### config.mk
export PLATFORM = sky130hd
export DESIGN_NAME = alap_dp_arbiter
export DESIGN_NICKNAME = d
export VERILOG_FILES = /design/src/rtl/alap_dp_arbiter.sv
export SDC_FILE = /design/constraint.sdc
export NUM_CORES = 1
export LEC_CHECK = 0
export ABC_AREA = 1
export CAP_MARGIN = 15
export CORE_AREA = 2 2 159 161
export CTS_BUF_LIST = sky130_fd_sc_hd__clkbuf_8
export CTS_CLUSTER_SIZE = 30
export DETAILED_ROUTE_END_ITERATION = 7
export DIE_AREA = 0 0 161 163
export PLACE_DENSITY_LB_ADDON = 0.2
export SETUP_SLACK_MARGIN = 0.2
export SYNTH_ARGS = -nofsm -noshare
export SYNTH_HDL_FRONTEND = slang
export SYNTH_SLANG_ARGS = --single-unit
### constraint.sdc
create_clock -name clk -period 2.3 [get_ports clk]
set_clock_uncertainty 0.2 [all_clocks]
set_input_delay 0.23 -clock clk [delete_from_list [all_inputs] [get_ports clk]]
set_output_delay 0.23 -clock clk [all_outputs]
set_load 0.02 [all_outputs]
### src/rtl/alap_dp_arbiter.sv
// alap_dp_arbiter
//   Shares one go/done scheduled datapath between N_REQ requesters.
//   A round-robin selector picks a requester in IDLE and latches its
//   operands. The block pulses dp_go, waits for dp_done under a watchdog,
//   then returns the result (or a timeout error) on a per-requester
//   valid/ready response channel.
//
// Ports
//   clk, rst_n            clock, asynchronous active-low reset
//   req_valid/req_ready   per-requester request handshake (ready one-hot, IDLE only)
//   req_a/req_b           packed operands, requester i at [i*WIDTH +: WIDTH]
//   rsp_valid/rsp_ready   per-requester response handshake (valid one-hot)
//   rsp_data/rsp_err      response payload; err=1 means watchdog abort, data=0
//   dp_go                 one-cycle start pulse to the datapath
//   dp_in0/dp_in1         registered operands, held until the next grant
//   dp_done/dp_result     datapath completion pulse and result
//   busy                  1 in any state other than IDLE
//   grant_id              current or last granted requester
module alap_dp_arbiter #(
   parameter int N_REQ   = 4,
   parameter int WIDTH   = 32,
   parameter int TIMEOUT = 16,
   localparam int IDW    = (N_REQ > 1) ? $clog2(N_REQ) : 1,
   localparam int CW     = (TIMEOUT > 1) ? $clog2(TIMEOUT) : 1
) (
   input  logic                   clk,
   input  logic                   rst_n,
   input  logic [N_REQ-1:0]       req_valid,
   output logic [N_REQ-1:0]       req_ready,
   input  logic [N_REQ*WIDTH-1:0] req_a,
   input  logic [N_REQ*WIDTH-1:0] req_b,
   output logic [N_REQ-1:0]       rsp_valid,
   input  logic [N_REQ-1:0]       rsp_ready,
   output logic [WIDTH-1:0]       rsp_data,
   output logic                   rsp_err,
   output logic                   dp_go,
   output logic [WIDTH-1:0]       dp_in0,
   output logic [WIDTH-1:0]       dp_in1,
   input  logic                   dp_done,
   input  logic [WIDTH-1:0]       dp_result,
   output logic                   busy,
   output logic [IDW-1:0]         grant_id
);

   typedef enum logic [1:0] {S_IDLE, S_LAUNCH, S_WAIT, S_RESP} state_t;

   state_t           state;
   logic [IDW-1:0]   ptr;
   logic [CW-1:0]    cnt;
   logic [IDW-1:0]   sel;
   logic             sel_vld;
   logic [WIDTH-1:0] a_arr [N_REQ];
   logic [WIDTH-1:0] b_arr [N_REQ];

   // Unpack operands and decode the one-hot handshake outputs per requester.
   // req_ready is gated by rst_n so nothing looks acceptable while in reset.
   for (genvar g = 0; g < N_REQ; g++) begin : g_lane
      assign a_arr[g]     = req_a[g*WIDTH +: WIDTH];
      assign b_arr[g]     = req_b[g*WIDTH +: WIDTH];
      assign req_ready[g] = rst_n && (state == S_IDLE) && sel_vld && (sel == IDW'(g));
      assign rsp_valid[g] = (state == S_RESP) && (grant_id == IDW'(g));
   end

   // Round-robin: first valid requester searching from ptr+1, wrapping.
   always_comb begin
      logic [IDW-1:0] idx;
      sel     = '0;
      sel_vld = 1'b0;
      idx     = '0;
      for (int k = 1; k <= N_REQ; k++) begin
         idx = IDW'((int'(ptr) + k) % N_REQ);
         if (!sel_vld && req_valid[idx]) begin
            sel_vld = 1'b1;
            sel     = idx;
         end
      end
   end

   assign busy = (state != S_IDLE);

   always_ff @(posedge clk or negedge rst_n) begin
      if (!rst_n) begin
         state    <= S_IDLE;
         ptr      <= IDW'(N_REQ - 1);
         cnt      <= '0;
         grant_id <= '0;
         dp_go    <= 1'b0;
         dp_in0   <= '0;
         dp_in1   <= '0;
         rsp_data <= '0;
         rsp_err  <= 1'b0;
      end else begin
         case (state)
            S_IDLE: begin
               // sel_vld implies req_valid[sel] & req_ready[sel]: a handshake.
               if (sel_vld) begin
                  dp_in0   <= a_arr[sel];
                  dp_in1   <= b_arr[sel];
                  grant_id <= sel;
                  ptr      <= sel;
                  dp_go    <= 1'b1;
                  state    <= S_LAUNCH;
               end
            end
            S_LAUNCH: begin
               dp_go <= 1'b0;
               cnt   <= '0;
               state <= S_WAIT;
            end
            S_WAIT: begin
               // done is checked first so it wins on the last watchdog cycle
               if (dp_done) begin
                  rsp_data <= dp_result;
                  rsp_err  <= 1'b0;
                  state    <= S_RESP;
               end else if (cnt == CW'(TIMEOUT - 1)) begin
                  rsp_data <= '0;
                  rsp_err  <= 1'b1;
                  state    <= S_RESP;
               end else begin
                  cnt <= cnt + CW'(1);
               end
            end
            S_RESP: begin
               if (rsp_ready[grant_id]) state <= S_IDLE;
            end
            default: state <= S_IDLE;
         endcase
      end
   end

endmodule

Yosys cells after proc, flatten, opt, wreduce, memory -nomap -nowiden
Index checks and enable logic that the tools add are counted.
Cells by class
  add/sub/neg operators: 5
  $lt $le $gt $ge: 6
  equal/unequal tests: 15
  mux-type cells: 38
  bitwise operators: 1
  reduce and logical (&&, ||, !) cells: 28
Operator list (number)
  32-bit 2-to-1 mux: 6
  32-bit binary-select mux with 2-bit select: 2
  2-bit 2-to-1 mux: 8
  2-bit by 3-bit less-than comparator with 1-bit output, second input constant: 5
  1-bit logical AND: 13
  2-bit == test, second input constant: 6
  1-bit 2-to-1 mux: 12
  1-bit binary-select mux with 2-bit select: 5
  4-bit 2-to-1 mux: 2
  2-bit one-hot mux with 4 select lines: 1
  4-bit one-hot mux with 2 select lines: 1
  2-bit nonzero test: 4
  2-bit by 1-bit == test with 1-bit output, second input constant: 3
  2-bit logical NOT: 3
  2-bit inequality test, second input constant: 3
  2-bit AND reduction: 3
  3-bit AND reduction: 2
  2-bit by 1-bit adder with 2-bit output, second input constant: 2
  2-bit adder, second input constant: 2
  4-bit by 1-bit adder with 4-bit output, second input constant: 1
  4-bit == test, second input constant: 1
  3-bit greater-or-equal comparator, second input constant: 1
  1-bit logical NOT: 3
  3-bit inequality test, second input constant: 1
  3 further kinds: 3
Word-level totals
  bits in registers: 108
  input port bits: 299
  output and inout port bits: 109

Depth between registers and ports, before layout
Gate-level depths: netlist of the first run.
  word-level depth: 17
  mapped depth: 18

Least setup slack after synthesis of the first run
Ideal clock, no wire load.
  kind: reg-to-output
  start: register ptr[0]
  end: output req_ready[2]
  arrival: 2138 ps
  path slack: -268 ps
  cell stages (with the launch flop): 14
  path buffers: 3
  cell sequence: dfstp_2 > buf_4 > inv_4 > nand2_2 > nand2_1 > nand2_1 > nand2_2 > nor2_4 > nand3_2 > nand3_2 > buf_6 > buf_6 > inv_2 > nor3_1
Between the ends
  cells in the longest elaborated chain, start to end: 15
  elaborated cells on any way between the ends: 29
RTL lines
  start: declaration: RTL line 48  | logic [IDW-1:0] ptr;
  start signal: assignment: RTL line 84  | ptr <= IDW'(N_REQ - 1);
  start signal: assignment: RTL line 100  | ptr <= sel;
  2-bit by 1-bit adder with 2-bit output: RTL line 71  | idx = IDW'((int'(ptr) + k) % N_REQ);
  1-bit binary-select mux with 2-bit select: RTL line 72  | if (!sel_vld && req_valid[idx]) begin
  1-bit 2-to-1 mux (not written as such): RTL line 72
  1-bit 2-to-1 mux: RTL line 72
  1-bit logical NOT: RTL line 72
  1-bit logical AND: RTL line 72
  1-bit 2-to-1 mux: RTL line 72
  1-bit logical NOT: RTL line 72
  1-bit logical AND: RTL line 72
  1-bit 2-to-1 mux: RTL line 72
  1-bit logical NOT: RTL line 72
  1-bit logical AND: RTL line 72
  2-bit 2-to-1 mux / 1-bit 2-to-1 mux (equally long branches): RTL line 72
  2-bit == test / 1-bit logical AND (equally long branches): RTL line 60  | assign req_ready[g] = rst_n && (state == S_IDLE) && sel_vld && (sel == IDW'(g));
  1-bit logical AND (*): RTL line 60
  end: declaration: RTL line 29  | output logic [N_REQ-1:0] req_ready,
Mark *: on every way between the ends. The rest lies on a longest branch, timed or not. The select of a mux whose other input is x is not followed.

Worst setup path after layout of the first run
  start: register ptr[0]
  end: output req_ready[3]
Same word-level chain as after synthesis.

==> metrics.txt, run 1 <==
worst setup margin -526.2 ps; Crit Path Class flip-flop to output pin; endpoints failing hold 0; Power Dens Cells 2058 nW/um2; CP Max Fanout 7; post-layout net count 1845; VDD IR max 1.500 mV; core area 24670 um2; synthesized instance count 1119; Worst Tran Pin Value 783.6 ps; Layout area overhead 81.54%; Filler cells 2291; CTS root buffer clkbuf_8; fin. max-slew vios 0; Final GP Congestion 0.8648; RR Startpoint ptr[0]$_DFFE_PN1P_; DRT iter0 DRCs 906; critical path required time 1870 ps; initial antenna violation count 3; Initial Utilization 29.68%; Post-Place Cells 1806; Worst Path Arrival 2400 ps; CTS clk-pin slew, worst paths 140 ps; Max Fclk 353.8 MHz; EDFF count, synth 0; max_cap viols 0; die height 163 um; r2r endpoint dp_in0[9]$_DFFE_PN0P_; share of flip-flops with an asynchronous set or reset 100.0%; Synth Cell Area 7322 um2; flop-to-flop setup slack -490 ps; Max clock buf depth 2; failing checks setup timing; die width 161 um; I/O pins 408; worst slack at placement -624.8 ps; outcome finished with violations; Via Count 9394; CP startpoint kind flip-flop; syn avg cell area 6.543 um2; most frequent cells in the layout nand2_1, clkdlybuf4s50_1, nand4_1, dfrtp_1, a22o_1; # clock sinks 108; min-delay src dp_result[17]; 1st-pass router iterations 5; # rows 58; worst min path class primary input to flip-flop; hpwl dp 21920 um; synth unique cells 31; Worst-Skew Late Latency 390 ps; Finish-stage setup viols 75; Num CTS Buffers 9; DRC errors left 0; first-pass GRT wire length 53320 um; kind of end point of the critical path output pin; Leak 6.616 nW; Final Cycle Share 122.9%; Final Non-Filler Cells 1876; unrepaired setup endpoints after global routing true; most common cell after layout, fill and taps aside nand2_1; #FFs+latches synth 108; CTS tree yes; Routed Antenna Nets 0; PortBufs 407; ys flop type dfrtp_1; wirelength, routed 35560 um; sequential cell area fraction in the yosys report 36.94%; Yosys warnings 0; layout cell share with drive strength beyond 1 11.26%; vias in the first global route 9276; max_slew headroom 47.76%; drt wl/cell 18.95 um; largest net degree at the start of global routing 109; R2R cell count 21; GR Overflow Total 0; Mapped Nets 1424; Hold WS 216.0 ps; Hold Crit Depth 2; DIE AREA 26240 um2; Final min period 2826 ps; Hold Crit Endpoint rsp_data[17]$_DFFE_PN0P_; H-tree Lvls 3; GRT Overall Usage 25.99%; vias per inst 5.007
critical path: stages, from the launching register on:
cell	delay [ps]
dfstp_2	580
buf_12	120
inv_8	40
buf_6	110
nand2_2	60
nand3_2	70
nand2_4	90
nor2_4	40
nand3_4	70
buf_6	100
nand2_4	50
inv_2	70
nand2_2	60
buf_12	140
nor3_4	240
buf_6	150
how the worst max path moves through the flow:
| stage | slack [ps] | to | start |
|---|---|---|---|
| 3_3_place_gp | -590 | req_ready[3] | req_valid[2] |
| 6_report | -530 | req_ready[3] | ptr[0]$_DFFE_PN1P_ |
| 4_1_cts | -460 | req_ready[3] | ptr[0]$_DFFE_PN1P_ |
| 3_5_place_dp | -620 | dp_in1[3]$_DFFE_PN0P_ | req_valid[3] |
| 5_1_grt | -620 | req_ready[3] | ptr[0]$_DFFE_PN1P_ |
| 2_1_floorplan | 20 | req_ready[0] | ptr[0]$_DFFE_PN1P_ |
registers in the layout, summed over array words and instances (netlist names):
signal and count:
ptr 2, rsp_err 1, rsp_data 32, dp_in0 32
grant_id 2, cnt 4, dp_go 1, dp_in1 32
state 2
what timing repair did:
action                                 CTS  global route
setup endpoints to repair               80            80
cloned                                  19             8
hold buffers                             1             0
pin swaps                               34            11
resized for setup                      117            20
buffers inserted                        22             3
endpoints found under the hold margin  106             0
per-layer routing:
layer  track usage (%)  wire length, um  share of wire (%)
met5                 0               30              0.084
met3             5.373             2524                7.1
met2             44.34            17480                 49
met1             33.20            14820                 42
met4             7.792              694                2.0
power breakdown:
part           leakage [nW]  switching, mW  internal [mW]  total, mW
registers              1.36          0.521           2.83       3.35
logic                  5.15           12.3           10.4       22.7
clock network         0.105          0.838          0.442       1.28
logic make-up (layout without fill, tap and decap cells):
| group | after synthesis | after routing | share of synthesized area, % |
|---|---|---|---|
| compound gates | 51 | 51 | 5.349 |
| xor+xnor | 1 | 1 | 0.1196 |
| flops | 108 | 108 | 36.94 |
| buf+inv | 113 | 539 | 8.151 |
| simple gates | 840 | 840 | 48.41 |
| fa+ha+maj | 6 | 6 | 1.025 |
| other cells | 0 | 1 | 0 |
cell type report:
type / instances / area [um2] / share of cell area (%)
Timing Repair Buffer: 501 / 5654 / 42.54
Multi-Input combinational cell: 898 / 4205 / 31.64
Sequential cell: 108 / 2705 / 20.35
Tap cell: 330 / 412.9 / 3.106
Clock buffer: 9 / 123.9 / 0.9319
Inverter: 22 / 97.59 / 0.7342
Clock inverter: 7 / 91.34 / 0.6871
Antenna cell: 1 / 2.502 / 0.01883
synth_stat cells, drive strengths merged (2+ instances only):
cell	instances	area share, %
nand2	683	35
nand4	129	11
dfrtp	106	36
buf	72	6.0
a22o	33	3.9
inv	21	1.1
clkbuf	19	0.97
nand3	12	1.0
o21ai	12	0.82
nor3	8	0.55
nor2	7	0.50
ha	6	1.0
a31oi	2	0.17
dfstp	2	0.72
through the flow:
| step | power, mW | area, um2 | TNS [ps] | util, % |
|---|---|---|---|---|
| 6_report | 27.35 | 13290 | -28260 | 53.87 |
| 3_5_place_dp | 19.77 | 11810 | -38640 | 47.84 |
| 5_1_grt | 29.48 | 13290 | -36950 | 53.87 |
| 2_1_floorplan | 14.71 | 7412 | 0 | - |
| 3_3_place_gp | 19.67 | 11810 | -35970 | 47.84 |
| 4_1_cts | 25.97 | 13050 | -22690 | 52.90 |
Power figures use the tool's default switching activity.
==> inputs of run 2 (changes only) <==
- CELL_PAD_IN_SITES_DETAIL_PLACEMENT: not set -> 1
- CELL_PAD_IN_SITES_GLOBAL_PLACEMENT: not set -> 1
- CORE_AREA: 2 2 159 161 -> not set
- CORE_MARGIN: not set -> 2
- CORE_UTILIZATION: not set -> 24
- DIE_AREA: 0 0 161 163 -> not set
==> run 2 against run 1 <==
The run still ends with setup timing left; clock-buffer cell count grew 1; sequential power hardly changed; global-route usage down 1.2 points; largest cell class unchanged; worst setup slack improved by 19 ps.
==> metrics.txt, run 2 (synthesis gave the netlist of run 1 again) <==
Power Dens Cells 2146 nW/um2; worst min path class primary input to flip-flop; vias per inst 4.914; core area 29870 um2; Via Count 9514; CP Max Fanout 7; most frequent cells in the layout nand2_1, clkdlybuf4s50_1, nand4_1, dfrtp_1, nand2_2; Crit Path Class flip-flop to flip-flop; unrepaired setup endpoints after global routing true; die width 178.7 um; GR Overflow Total 0; Largest regs dp_in0 x32, dp_in1 x32, rsp_data x32; Layout area overhead 84.48%; die height 178.7 um; failing checks setup timing; CTS clk-pin slew, worst paths 130 ps; most common cell after layout, fill and taps aside nand2_1; I/O pins 408; Max clock buf depth 2; Initial Utilization 24.51%; max_slew headroom 52.12%; Crit path largest cell delay 680 ps; DRC errors left 0; # clock sinks 108; Worst Tran Pin Value 718.2 ps; DIE AREA 31920 um2; fin. max-slew vios 0; Post-Place Cells 1868; CTS tree yes; setup tns final -27420 ps; CTS root buffer clkbuf_8; Max Fclk 356.3 MHz; Worst-Skew Late Latency 390 ps; 1st-pass router iterations 4; crit path buf inv count 7; Final GP Congestion 0.8994; Slowest-stage cell, CP dfstp_2; drt wl/cell 20.88 um; GRT Overall Usage 24.84%; Num CTS Buffers 9; final core utilization 45.22%; Leak 6.630 nW; hpwl dp 25530 um; Placed Area 11920 um2; Final min period 2807 ps; largest net degree at the start of global routing 109; Pwr Total 28.99 mW; Final Non-Filler Cells 1936; critical path required time 2380 ps; VDD IR max 1.265 mV; Final Instance Area 13510 um2; PortBufs 407; # rows 63; Finish-stage setup viols 75; Routed Antenna Nets 0; kind of end point of the critical path flip-flop; wirelength, routed 40410 um; layout cell share with drive strength beyond 1 15.19%; endpoints failing hold 0; crit path cell chain buf_6 -> nand2_4 -> nand2_4 -> nand2_2 -> nand2_4 -> nor2_4 -> nand3_4 -> buf_6 -> nand3_4 -> buf_12 -> buf_12 -> buf_12 -> buf_12 -> buf_16 -> nand2_4 -> nand2_2 -> nand2_2 -> nand2_1 -> nand2_1 -> nand2_1; outcome finished with violations; DRT iter0 DRCs 382; Final Cycle Share 122.0%; post-layout net count 1840; worst setup margin -506.9 ps; CP startpoint kind flip-flop; vias in the first global route 10180; Hold WS 213.1 ps; worst slack at placement -567.1 ps; max_cap viols 0; H-tree Lvls 3; CP delay by family, top buffers and inverters; first-pass GRT wire length 59800 um; initial antenna violation count 6; Worst Path Arrival 2890 ps
run 2: cell types whose count changed in the layout (fill, tap and decap cells not counted), sizes merged:
cell / previous run / this run
buf: 84 / 87
dlygate4sd2: 1 / 0
clkbuf: 22 / 11
diode: 1 / 6
clkinv: 6 / 4
inv: 23 / 24
bufbuf: 5 / 6
clkdlybuf4s15: 0 / 4
run 2: cell type report:
type / instances / area (um2)
Timing Repair Buffer: 496 / 5583
Sequential cell: 108 / 2705
Inverter: 22 / 96.34
Clock inverter: 6 / 65.06
Multi-Input combinational cell: 898 / 4418
Fill cell: 3621 / 16370
Tap cell: 390 / 488.0
Antenna cell: 6 / 15.01
Clock buffer: 10 / 137.6
run 2: final timing paths:
kind,startpoint,end,slack [ps],cells after the start
min,dp_result[3],rsp_data[3]$_DFFE_PN0P_,210,2
min reg2reg,dp_in1[0]$_DFFE_PN0P_,dp_in1[0]$_DFFE_PN0P_,290,2
max reg2reg,ptr[0]$_DFFE_PN1P_,dp_in0[13]$_DFFE_PN0P_,-510,20
max in group asynchronous,rst_n,dp_in1[15]$_DFFE_PN0P_,1020,3
min in group asynchronous,rst_n,dp_in1[11]$_DFFE_PN0P_,260,3
max,ptr[0]$_DFFE_PN1P_,dp_in0[13]$_DFFE_PN0P_,-510,20
run 2: power by group:
| group | switching [mW] | internal [mW] | total, mW |
|---|---|---|---|
| clock network | 0.813 | 0.458 | 1.27 |
| logic | 13.4 | 10.9 | 24.3 |
| registers | 0.548 | 2.83 | 3.38 |
run 2: worst register-to-register path: stages (launching register included):
cell	delay, ps
dfstp_2	680
buf_6	160
nand2_4	50
nand2_4	90
nand2_2	70
nand2_4	90
nor2_4	50
nand3_4	70
buf_6	100
nand3_4	90
buf_12	160
buf_12	140
buf_12	150
buf_12	120
buf_16	150
nand2_4	60
nand2_2	40
nand2_2	50
nand2_1	60
nand2_1	60
nand2_1	60
run 2: per-layer routing:
metal / routed length [um] / part of all wire [%] / track usage [%]
met4: 1567 / 3.9 / 10.91
met5: 0 / 0 / 0
met3: 2731 / 6.8 / 5.577
met1: 16080 / 40 / 28.96
met2: 20030 / 50 / 43.53
run 2: what timing repair did:
item,in CTS,in global routing
hold buffers,1,0
hold endpoints to repair,106,0
pin swaps,49,31
setup buffers,21,4
setup endpoints to repair,80,77
gates resized for setup,172,53
cloned,20,0
==> RTL edit, RTL diff (config.mk and constraints of run 1) <==
The 4 states of `state_t` get a Gray code encoding in 2 bits.
--- a/src/rtl/alap_dp_arbiter.sv
+++ b/src/rtl/alap_dp_arbiter.sv
@@ -44,3 +44,3 @@
 
-   typedef enum logic [1:0] {S_IDLE, S_LAUNCH, S_WAIT, S_RESP} state_t;
+   typedef enum logic [1:0] {S_IDLE = 2'b00, S_LAUNCH = 2'b01, S_WAIT = 2'b11, S_RESP = 2'b10} state_t;
 
Behaviour: same outputs for any inputs over 4 cycles, from zero or initial values and one cycle with rst_n low; so few cycles prove little.
==> RTL edit against run 1 <==
The run ends with hold timing, setup timing left. Count of clock-buffer cells in the layout did not move. Routed wire length is 12% higher. Critical path type unchanged. Combinational power up 9.7%. Total power rose by 8.0%. Synthesized area is 0.89% lower. Sequential power hardly changed. Sequential cell count unchanged. Setup slack better by 0.050 ns. Non-clock buffer count is 6 higher. Cell area grew 4.3%.
==> RTL edit: results (changes against run 1) <==
metric	value	unit	change
# placed instances	1790		-0.89%
gp weighted congestion	0.8660		+0.14%
DP HPWL	22.67	mm	+3.4%
post-synthesis sequential area ratio	0.3728		+0.003312
GRT met3 Usage	0.05628		+0.002546
drt initial violations	553		-39%
violated checks	hold timing, setup timing		
Worst path top cell family by delay	simple AND/OR/NAND/NOR gates		
routed metal-1 wirelength	15.58	mm	+5.1%
global-route wire length before repair	56.02	mm	+5.1%
CP arrival	2.35	ns	-0.05 ns
met2 WL	20.15	mm	+15%
dpl cell area	11630	um^2	-1.5%
max_slew headroom	0.4913		+0.01373
Vias	9620		+2.4%
Mean Syn Cell Area	6.508	um^2	-0.53%
gr usage total	0.2801		+0.02018
Final WS setup	-0.4762	ns	+0.04994 ns
Synth Net Count	1415		-0.63%
slowest stage delay, CP	0.60	ns	+0.02 ns
grt met1 use	0.3392		+0.007156
Min Hold Slack	-0.1508	ns	-0.3668 ns
post-synth cell types	30		-3.2%
status	complete, but fails checks		
Routed WL	39.80	mm	+12%
Final setup viols	73		-2.7%
Worst Hold Class	in2async		
Synth top cells by count	nand2_1, nand4_1, dfrtp_1		
buffering overhead	0.4366		+0.01122
VDD IR max	0.001054	V	-30%
Psw	0.01458	W	+6.6%
leakage power	6.841	nW	+3.4%
Power Sequential	0.00336	W	about the same
Non-Clock Inverter Count	21		-4.5%
top post-synthesis cells by area	dfrtp_1, nand2_1, nand4_1		
synthesized area	7257	um^2	-0.89%
Final Hold Fails	52		+52
Final Util	0.5617		+0.02297
## RTL edit: how the worst max path moves through the flow
stage / to / slack (ns) / start
floorplan: req_ready[0] / 0.04 / ptr[0]
global placement: req_ready[0] / -0.51 / req_valid[0]
detailed placement: req_ready[0] / -0.56 / req_valid[0]
CTS: req_ready[0] / -0.39 / ptr[0]
global route: req_ready[2] / -0.59 / ptr[0]
finish: req_ready[2] / -0.48 / ptr[0]
## RTL edit: cells by family after synthesis
kind of cell	synth area share
adder cells (fa/ha/maj)	0.001724
multiplexers	0.001379
AO/OA/AOI/OAI	0.04776
flip-flops	0.3728
AND/OR/NAND/NOR	0.4914
XOR/XNOR	0.002414
buffers and inverters	0.08259
## RTL edit: timing repair
action                                 4_1_cts  5_1_grt
endpoints found under the hold margin       52       52
gates resized for setup                    171       77
cloned                                      32        7
buffers inserted                            22       10
setup endpoints to repair                   79       78
pin swaps                                   24       14
